[config.mk]
export PLATFORM = sky130hd
export DESIGN_NAME = mutex_requester_2ch
export DESIGN_NICKNAME = d
export VERILOG_FILES = /design/src/rtl/mutex_requester_2ch.sv
export SDC_FILE = /design/constraint.sdc
export NUM_CORES = 1
export LEC_CHECK = 0
export BUFFER_PORTS_ARGS = -buffer_cell sky130_fd_sc_hd__buf_2
export CORE_MARGIN = 8
export CORE_UTILIZATION = 50
export DETAILED_ROUTE_END_ITERATION = 8
export PLACE_DENSITY = 0.73
export SYNTH_ARGS = -nofsm -noshare
export SYNTH_HDL_FRONTEND = slang
export SYNTH_SLANG_ARGS = --single-unit
[constraint.sdc]
create_clock -name clk_i -period 2.3 [get_ports clk_i]
set_input_delay 0.46 -clock clk_i [delete_from_list [all_inputs] [get_ports clk_i]]
set_output_delay 0.46 -clock clk_i [all_outputs]
set_load 0.005 [all_outputs]
[src/rtl/mutex_requester_2ch.sv]
// Two-channel synchronous client for a NAND-latch mutex: 4-phase request/grant
// handshake per channel, timed critical section, grant counters and error flags.

module mutex_requester_ch #(
  parameter int unsigned HOLD_W      = 8,
  parameter int unsigned CNT_W       = 16,
  parameter int unsigned SYNC_STAGES = 2
) (
  input  logic              clk_i,
  input  logic              rst_n_i,
  input  logic              start_i,
  input  logic [HOLD_W-1:0] hold_i,
  input  logic              y_i,
  output logic              x_o,
  output logic              busy_o,
  output logic              done_o,
  output logic [CNT_W-1:0]  cnt_o,
  output logic              ys_o,
  output logic              inactive_o
);

  localparam logic [2:0] S_IDLE = 3'd0;
  localparam logic [2:0] S_REQ  = 3'd1;
  localparam logic [2:0] S_HOLD = 3'd2;
  localparam logic [2:0] S_REL  = 3'd3;
  localparam logic [2:0] S_DONE = 3'd4;

  logic [SYNC_STAGES-1:0] sync_q;
  logic                   ys;
  logic [2:0]             state_q, state_d;
  logic [HOLD_W-1:0]      hc_q, hc_d;
  logic [CNT_W-1:0]       cnt_q, cnt_d;
  logic                   x_q, x_d;
  logic                   busy_q, busy_d;
  logic                   done_q, done_d;
  logic                   inactive_q, inactive_d;

  // Grant synchronizer; the mutex output is asynchronous to clk_i.
  always_ff @(posedge clk_i or negedge rst_n_i) begin
    if (!rst_n_i) begin
      sync_q <= '0;
    end else begin
      sync_q <= {sync_q[SYNC_STAGES-2:0], y_i};
    end
  end

  assign ys = sync_q[SYNC_STAGES-1];

  always_ff @(posedge clk_i or negedge rst_n_i) begin
    if (!rst_n_i) begin
      state_q    <= S_IDLE;
      hc_q       <= '0;
      cnt_q      <= '0;
      x_q        <= 1'b0;
      busy_q     <= 1'b0;
      done_q     <= 1'b0;
      inactive_q <= 1'b1;
    end else begin
      state_q    <= state_d;
      hc_q       <= hc_d;
      cnt_q      <= cnt_d;
      x_q        <= x_d;
      busy_q     <= busy_d;
      done_q     <= done_d;
      inactive_q <= inactive_d;
    end
  end

  // Handshake sequencing; outputs are decoded from the next state so they align with state_q.
  always_comb begin
    state_d = state_q;
    hc_d    = hc_q;
    cnt_d   = cnt_q;
    case (state_q)
      S_IDLE: begin
        if (start_i) begin
          state_d = S_REQ;
          hc_d    = hold_i;
        end
      end
      S_REQ: begin
        if (ys) begin
          state_d = S_HOLD;
          cnt_d   = cnt_q + CNT_W'(1);
        end
      end
      S_HOLD: begin
        if (hc_q == '0) begin
          state_d = S_REL;
        end else begin
          hc_d = hc_q - HOLD_W'(1);
        end
      end
      S_REL: begin
        if (!ys) begin
          state_d = S_DONE;
        end
      end
      S_DONE:  state_d = S_IDLE;
      default: state_d = S_IDLE;
    endcase
    x_d        = (state_d == S_REQ) || (state_d == S_HOLD);
    busy_d     = (state_d != S_IDLE);
    done_d     = (state_d == S_DONE);
    inactive_d = (state_d == S_IDLE) || (state_d == S_DONE);
  end

  assign x_o        = x_q;
  assign busy_o     = busy_q;
  assign done_o     = done_q;
  assign cnt_o      = cnt_q;
  assign ys_o       = ys;
  assign inactive_o = inactive_q;

endmodule

module mutex_requester_2ch #(
  parameter int unsigned HOLD_W      = 8,
  parameter int unsigned CNT_W       = 16,
  parameter int unsigned SYNC_STAGES = 2
) (
  input  logic              clk_i,
  input  logic              rst_n_i,
  input  logic              start1_i,
  input  logic              start0_i,
  input  logic [HOLD_W-1:0] hold1_i,
  input  logic [HOLD_W-1:0] hold0_i,
  output logic              x1_o,
  output logic              x0_o,
  input  logic              y1_i,
  input  logic              y0_i,
  output logic              busy1_o,
  output logic              busy0_o,
  output logic              done1_o,
  output logic              done0_o,
  output logic [CNT_W-1:0]  gnt_cnt1_o,
  output logic [CNT_W-1:0]  gnt_cnt0_o,
  output logic              err_excl_o,
  output logic              err_spur_o,
  input  logic              clr_err_i
);

  logic ys1, ys0;
  logic inact1, inact0;
  logic excl_q, excl_d;
  logic spur_q, spur_d;

  mutex_requester_ch #(
    .HOLD_W      (HOLD_W),
    .CNT_W       (CNT_W),
    .SYNC_STAGES (SYNC_STAGES)
  ) u_ch1 (
    .clk_i      (clk_i),
    .rst_n_i    (rst_n_i),
    .start_i    (start1_i),
    .hold_i     (hold1_i),
    .y_i        (y1_i),
    .x_o        (x1_o),
    .busy_o     (busy1_o),
    .done_o     (done1_o),
    .cnt_o      (gnt_cnt1_o),
    .ys_o       (ys1),
    .inactive_o (inact1)
  );

  mutex_requester_ch #(
    .HOLD_W      (HOLD_W),
    .CNT_W       (CNT_W),
    .SYNC_STAGES (SYNC_STAGES)
  ) u_ch0 (
    .clk_i      (clk_i),
    .rst_n_i    (rst_n_i),
    .start_i    (start0_i),
    .hold_i     (hold0_i),
    .y_i        (y0_i),
    .x_o        (x0_o),
    .busy_o     (busy0_o),
    .done_o     (done0_o),
    .cnt_o      (gnt_cnt0_o),
    .ys_o       (ys0),
    .inactive_o (inact0)
  );

  // Sticky error flags; a set condition overrides a simultaneous clear.
  always_comb begin
    excl_d = (ys1 & ys0) | (excl_q & ~clr_err_i);
    spur_d = (ys1 & inact1) | (ys0 & inact0) | (spur_q & ~clr_err_i);
  end

  always_ff @(posedge clk_i or negedge rst_n_i) begin
    if (!rst_n_i) begin
      excl_q <= 1'b0;
      spur_q <= 1'b0;
    end else begin
      excl_q <= excl_d;
      spur_q <= spur_d;
    end
  end

  assign err_excl_o = excl_q;
  assign err_spur_o = spur_q;

endmodule

After elaboration in Yosys (flattened, before gate mapping):

Cells that the tools add are included.

* bits in registers: 68
* logic and storage cells: 81

* add/subtract/negate cells: 4
* equality and inequality tests: 16
* mux-type cells: 16
* bitwise gates (word level): 9
* reductions and logical operators: 18

Operators by type and width (count)
* adder 16 x 1 -> 16 bit, second input constant: 2
* 2-to-1 mux 8 bit: 4
* case mux 8 bit (2 select lines): 2
* 2-to-1 mux 3 bit: 8
* case mux 3 bit (4 select lines): 2
* equality test 3 x 2 -> 1 bit, second input constant: 6
* logical NOT 8 bit: 2
* subtractor 8 x 1 -> 8 bit, second input constant: 2
* equality test 3 x 1 -> 1 bit, second input constant: 4
* logical NOT 3 bit: 4
* != test 2 bit, second input constant: 4
* equality test 3 bit, second input constant: 2
* AND reduction 3 bit: 2
* nonzero test 3 bit: 2
* AND 1 bit: 5
* logical OR 1 bit: 4
* AND reduction 2 bit: 2
* nonzero test 2 bit: 2
* OR 1 bit: 3
* inverter 1 bit: 1

Logic depth before layout (Yosys ltp):

* depth in word-level cells: 5
* mapped depth: 7

By module:

A second synthesis with hierarchy kept.

* cells, all modules: 318
* area, all modules: 3432.0 sq um

By module, submodules not included
* mutex_requester_ch: instances 2, cells an instance 155, area each 1676.6 sq um
* mutex_requester_2ch: instances 1, cells an instance 8, area each 78.8 sq um

Worst setup path before layout:

Ideal clock, no wire load.

* path type: reg-to-reg
* start point: reg u_ch1.hc_q[0]
* end point: reg u_ch1.hc_q[5]
* setup time: 129 ps
* data arrival time: 1732 ps
* path slack: 439 ps
* stages on the path, launching flop included: 7
* period minus slack after synthesis: 1861 ps
* cells stage by stage: dfrtp_1 -> inv_1 -> ha_1 -> or4b_4 -> or3_4 -> a31oi_1 -> a21oi_1

* longest elaborated chain between the ends: 3
* elaborated cells between the ends (all ways): 6

RTL lines
* from (decl): RTL line 31 `logic [HOLD_W-1:0] hc_q, hc_d;`
* from (signal assigned): RTL line 52 `hc_q <= '0;`
* from (signal assigned): RTL line 60 `hc_q <= hc_d;`
* subtractor 8 x 1 -> 8 bit or logical NOT 8 bit (tied branches): RTL line 91, 88
* 2-to-1 mux 8 bit or != test 2 bit (tied branches)
* case mux 8 bit (2 select lines) or AND reduction 3 bit (tied branches)

Several ways; a longest one is shown, not always the timed one. The select of a mux whose other input is x is not followed.
A chain may end at the register's enable or synchronous reset.

Worst setup path in the final report:

* start point: reg u_ch1.hc_q[0]
* end point: reg u_ch1.hc_q[1]

The elaborated chain is that of the path after synthesis.

==> PnR_summary.wiki <==
{| class="wikitable"
! Metric !! Value
|-
| Areal power density over the cells || 1120 nW/um^2
|-
| Initial cell density of the core || 51.6%
|-
| Vert. Die Dim || about 97 um
|-
| Number of nets produced by synthesis || 337
|-
| Post-synth top area share || 50.7%
|-
| Remaining max-slew budget at the tightest pin || 54.3%
|-
| Synthesis warning total || 0
|-
| Crit path max fanout || 5
|-
| Synthesis-to-finish area growth || 18.2%
|-
| Final critical-path share of the clock period || between 80% and 90%
|-
| Top-count cell post-synth || sky130_fd_sc_hd__dfrtp_1
|-
| Wire length of the first global-routing pass || 11.9 mm
|-
| CTS Sinks || 68
|-
| Number of buffer cells added on primary ports || slightly above 60
|-
| Maximum level of the CTS H-tree || 3
|-
| Register Area || 1700 sq um
|-
| Unrepaired setup endpoints after global routing || false
|-
| Post-synth top flop || sky130_fd_sc_hd__dfrtp_1
|-
| Total Neg Setup Slack || 0 ps
|-
| Count of nets left with antenna violations after detail routing || 0
|-
| Min cycle time layout || 2030 ps
|-
| Residual overflow from global routing || 0
|-
| Post-Synthesis Mean Instance Area || 10.5 sq um
|-
| Layout Cells excl Fill || 455
|-
| Endpoint arrival time on the critical path || between 2000 and 2500 ps
|-
| Clk pin slew, worst setup/hold paths || 70 ps
|-
| Buffer type at the clock tree root || sky130_fd_sc_hd__clkbuf_8
|-
| Count of routing violations after the opening detailed-route iteration || 99
|-
| Most used standard cells in the synthesized netlist || sky130_fd_sc_hd__dfrtp_1, sky130_fd_sc_hd__nor2_1, sky130_fd_sc_hd__nand2_1
|-
| TritonCTS clock tree || built
|-
| Number of cell instances on the worst register-to-register path || 6
|-
| Biggest cell delay along the critical path || 500 ps
|-
| Largest net degree at the start of global routing || 69
|-
| Final count of negative-setup-slack endpoints || 0
|-
| Largest buffer count on any clock path || 2
|-
| Outcome || completed
|-
| Worst Skew || 9.49 ps
|-
| Async set or reset register ratio after synthesis || 100%
|-
| Combined buffer and inverter count along the critical path || 1
|-
| Weighted congestion at the end of routability-driven global placement || approximately 0.8
|-
| Sequential area share after synthesis || 52.3%
|-
| Crit path kind || flip-flop to flip-flop
|-
| Hold-fix buffers, CTS || 0
|-
| Number of global-route vias before repair || ~2.6k
|-
| Cell types with the largest area share after synthesis || sky130_fd_sc_hd__dfrtp_1, sky130_fd_sc_hd__xnor2_1, sky130_fd_sc_hd__xor2_1
|-
| Residual DRC count || 0
|-
| Achievable frequency || 493 MHz
|-
| Clock latency of the later-clocked register in the worst-skew pair || roughly 340 ps
|-
| Cell accounting for the most synthesized area || sky130_fd_sc_hd__dfrtp_1
|-
| Synthesis-stage register bit count || 68
|-
| Total routing resource utilization after global routing || between 10 and 15%
|-
| Ant diodes || 0
|-
| # IOs || 63
|-
| Overall die width || 96.7 um
|-
| Standby leakage power || 1.82 nW
|-
| Slowest-stage cell, CP || sky130_fd_sc_hd__or4b_4
|-
| Terminus of the critical flop-to-flop path || u_ch1.hc_q[1]
|-
| Summed instance area of the synthesized netlist || 3260 sq um
|-
| Fraction of layout instances using a drive strength above 1 || 26.5%
|-
| Placed Instances || ~440
|-
| Worst endpoint required time || 2520 ps
|-
| Worst reg2reg setup slack || 270 ps
|-
| Hold violation count in the final report || 0
|-
| Count of flip-flops with a built-in enable after synthesis || 0
|-
| Max-cap violations || 0
|-
| Synth cell types || 60
|-
| Number of buffers added by the clock tree synthesis step || 9
|-
| Vias per inst || between 5 and 6
|-
| Multi-input gate area || 1450 sq um
|-
| Min-Delay Path Class || input port to asynchronous set/reset pin
|-
| Cell-by-cell trace of the critical path || inv_1 > ha_1 > or4b_4 > nor3_2 > nor2_1 > mux2_1
|-
| Layout Nets || 400
|-
| Number of iterations in the first detailed-routing pass || 4
|-
| Largest vdd supply drop || between 0.0006 and 0.0007 V
|-
| Power Total || 0.00429 W
|-
| Critical Path Start Type || flip-flop
|-
| Number of filler instances in the final layout || 551
|-
| Final HPWL DP || 4.84 mm
|-
| Final Max Slew Viols || 0
|-
| Standard-cell rows || 29
|-
| Area of the placeable core || roughly 6300 sq um
|-
| Vias after detailed routing || 2547
|-
| Initial antenna violation count || 0
|-
| Synthesized instance count || 310
|-
| Critical path capture point type || flip-flop
|-
| Gate family responsible for the most delay along the worst path || simple AND/OR/NAND/NOR gates
|-
| Reg-to-Reg Start || u_ch1.hc_q[0]
|-
| Cells resized by post-CTS repair || 0
|-
| Buffer count from post-CTS setup fixing || 0
|-
| Worst-Margin Slew || between 600 and 700 ps
|-
| Overall routed net length || slightly below 7 mm
|-
| DR WL/cell || 15.0 um
|-
| Overall die area || 9350 sq um
|}
## worst max path at each step
stage / from / to / slack [ps] / cells after the start
2_1_floorplan: u_ch1.hc_q[0] / u_ch1.hc_q[5] / 440 / 6
3_5_place_dp: u_ch1.hc_q[0] / u_ch1.hc_q[1] / 290 / 6
3_3_place_gp: u_ch1.hc_q[0] / u_ch1.hc_q[1] / 350 / 6
6_report: u_ch1.hc_q[0] / u_ch1.hc_q[1] / 270 / 6
5_1_grt: u_ch1.hc_q[0] / u_ch1.state_q[0] / 130 / 6
4_1_cts: u_ch1.hc_q[0] / u_ch1.state_q[0] / 270 / 6
## layer usage
metal	global-route usage, %	wire [um]
met5	0	0
met4	6.15	114
met3	5.19	353
met2	22.9	3120
met1	18.6	3220
## logic make-up (layout without fill, tap and decap cells)
family                     Yosys count  after routing  synth area share (%)
and+or+nand+nor                    120            120                  21.6
DFF                                 68             68                  52.3
AOI/OAI and AO/OA                   58             58                  11.8
xor gates and xnor gates            31             31                  8.34
buffers and inverters               25             93                  3.07
adders and majority gates            4              4                  1.54
muxes                                4              4                  1.34
## sequential cells by signal (all words and copies together), names as in the netlist, 2 cells and up
register       flops
u_ch1.state_q      3
u_ch1.sync_q       2
u_ch0.sync_q       2
u_ch1.cnt_o       16
u_ch0.cnt_o       16
u_ch0.hc_q         8
u_ch0.state_q      3
u_ch1.hc_q         8
## layout make-up
cell class	count	area share (%)
Sequential cell	68	44.3
Multi-Input combinational cell	217	37.7
Timing Repair Buffer	66	9.16
Clock buffer	12	4.03
Tap cell	77	2.50
Clock inverter	4	1.23
Inverter	11	1.07
## stage by stage
stage	util [%]	area [sq um]	worst slack (ps)	hold WS, ps
after detailed placement	57.8	3650	287	338
after CTS	61.0	3850	273	141
final	61.0	3850	272	128
after floorplan	-	3260	439	164
after global placement	57.8	3650	351	335
after global routing	61.0	3850	134	141
## cells in the final DEF, fill, tap and decap left out, types with 2 or more instances in the layout
| cell type | instances |
|---|---|
| sky130_fd_sc_hd__dfrtp_1 | 66 |
| sky130_fd_sc_hd__buf_2 | 62 |
| sky130_fd_sc_hd__nor2_1 | 22 |
| sky130_fd_sc_hd__nand2_1 | 21 |
| sky130_fd_sc_hd__xnor2_1 | 19 |
| sky130_fd_sc_hd__a21oi_1 | 18 |
| sky130_fd_sc_hd__nand3_1 | 16 |
| sky130_fd_sc_hd__xor2_1 | 12 |
| sky130_fd_sc_hd__inv_1 | 11 |
| sky130_fd_sc_hd__clkbuf_8 | 11 |
| sky130_fd_sc_hd__o21ai_0 | 10 |
| sky130_fd_sc_hd__nand4_1 | 9 |
| sky130_fd_sc_hd__and3_1 | 8 |
| sky130_fd_sc_hd__nor3_1 | 5 |
| sky130_fd_sc_hd__nor4b_1 | 4 |
| sky130_fd_sc_hd__and4_1 | 4 |
| sky130_fd_sc_hd__o211ai_1 | 4 |
| sky130_fd_sc_hd__ha_1 | 4 |
| sky130_fd_sc_hd__nor3b_1 | 3 |
| sky130_fd_sc_hd__a311oi_1 | 3 |
| sky130_fd_sc_hd__nand2b_1 | 3 |
| sky130_fd_sc_hd__or4_1 | 3 |
| sky130_fd_sc_hd__nor4_1 | 3 |
| sky130_fd_sc_hd__or3b_2 | 3 |
| sky130_fd_sc_hd__buf_4 | 3 |
| sky130_fd_sc_hd__a211oi_1 | 2 |
| sky130_fd_sc_hd__a22oi_1 | 2 |
| sky130_fd_sc_hd__and4bb_2 | 2 |
| sky130_fd_sc_hd__o2bb2ai_1 | 2 |
| sky130_fd_sc_hd__a22o_1 | 2 |
| sky130_fd_sc_hd__mux2_2 | 2 |
| sky130_fd_sc_hd__nor3b_2 | 2 |
| sky130_fd_sc_hd__o32ai_1 | 2 |
| sky130_fd_sc_hd__o21ai_1 | 2 |
| sky130_fd_sc_hd__clkinv_2 | 2 |
| sky130_fd_sc_hd__dfstp_2 | 2 |
## where the power goes
part | switching [W] | internal [W]
combinational | 0.000687 | 0.000650
sequential | 0.000430 | 0.00154
clock | 0.000432 | 0.000557
total | 0.00155 | 0.00274
Power figures use the tool's default switching activity.
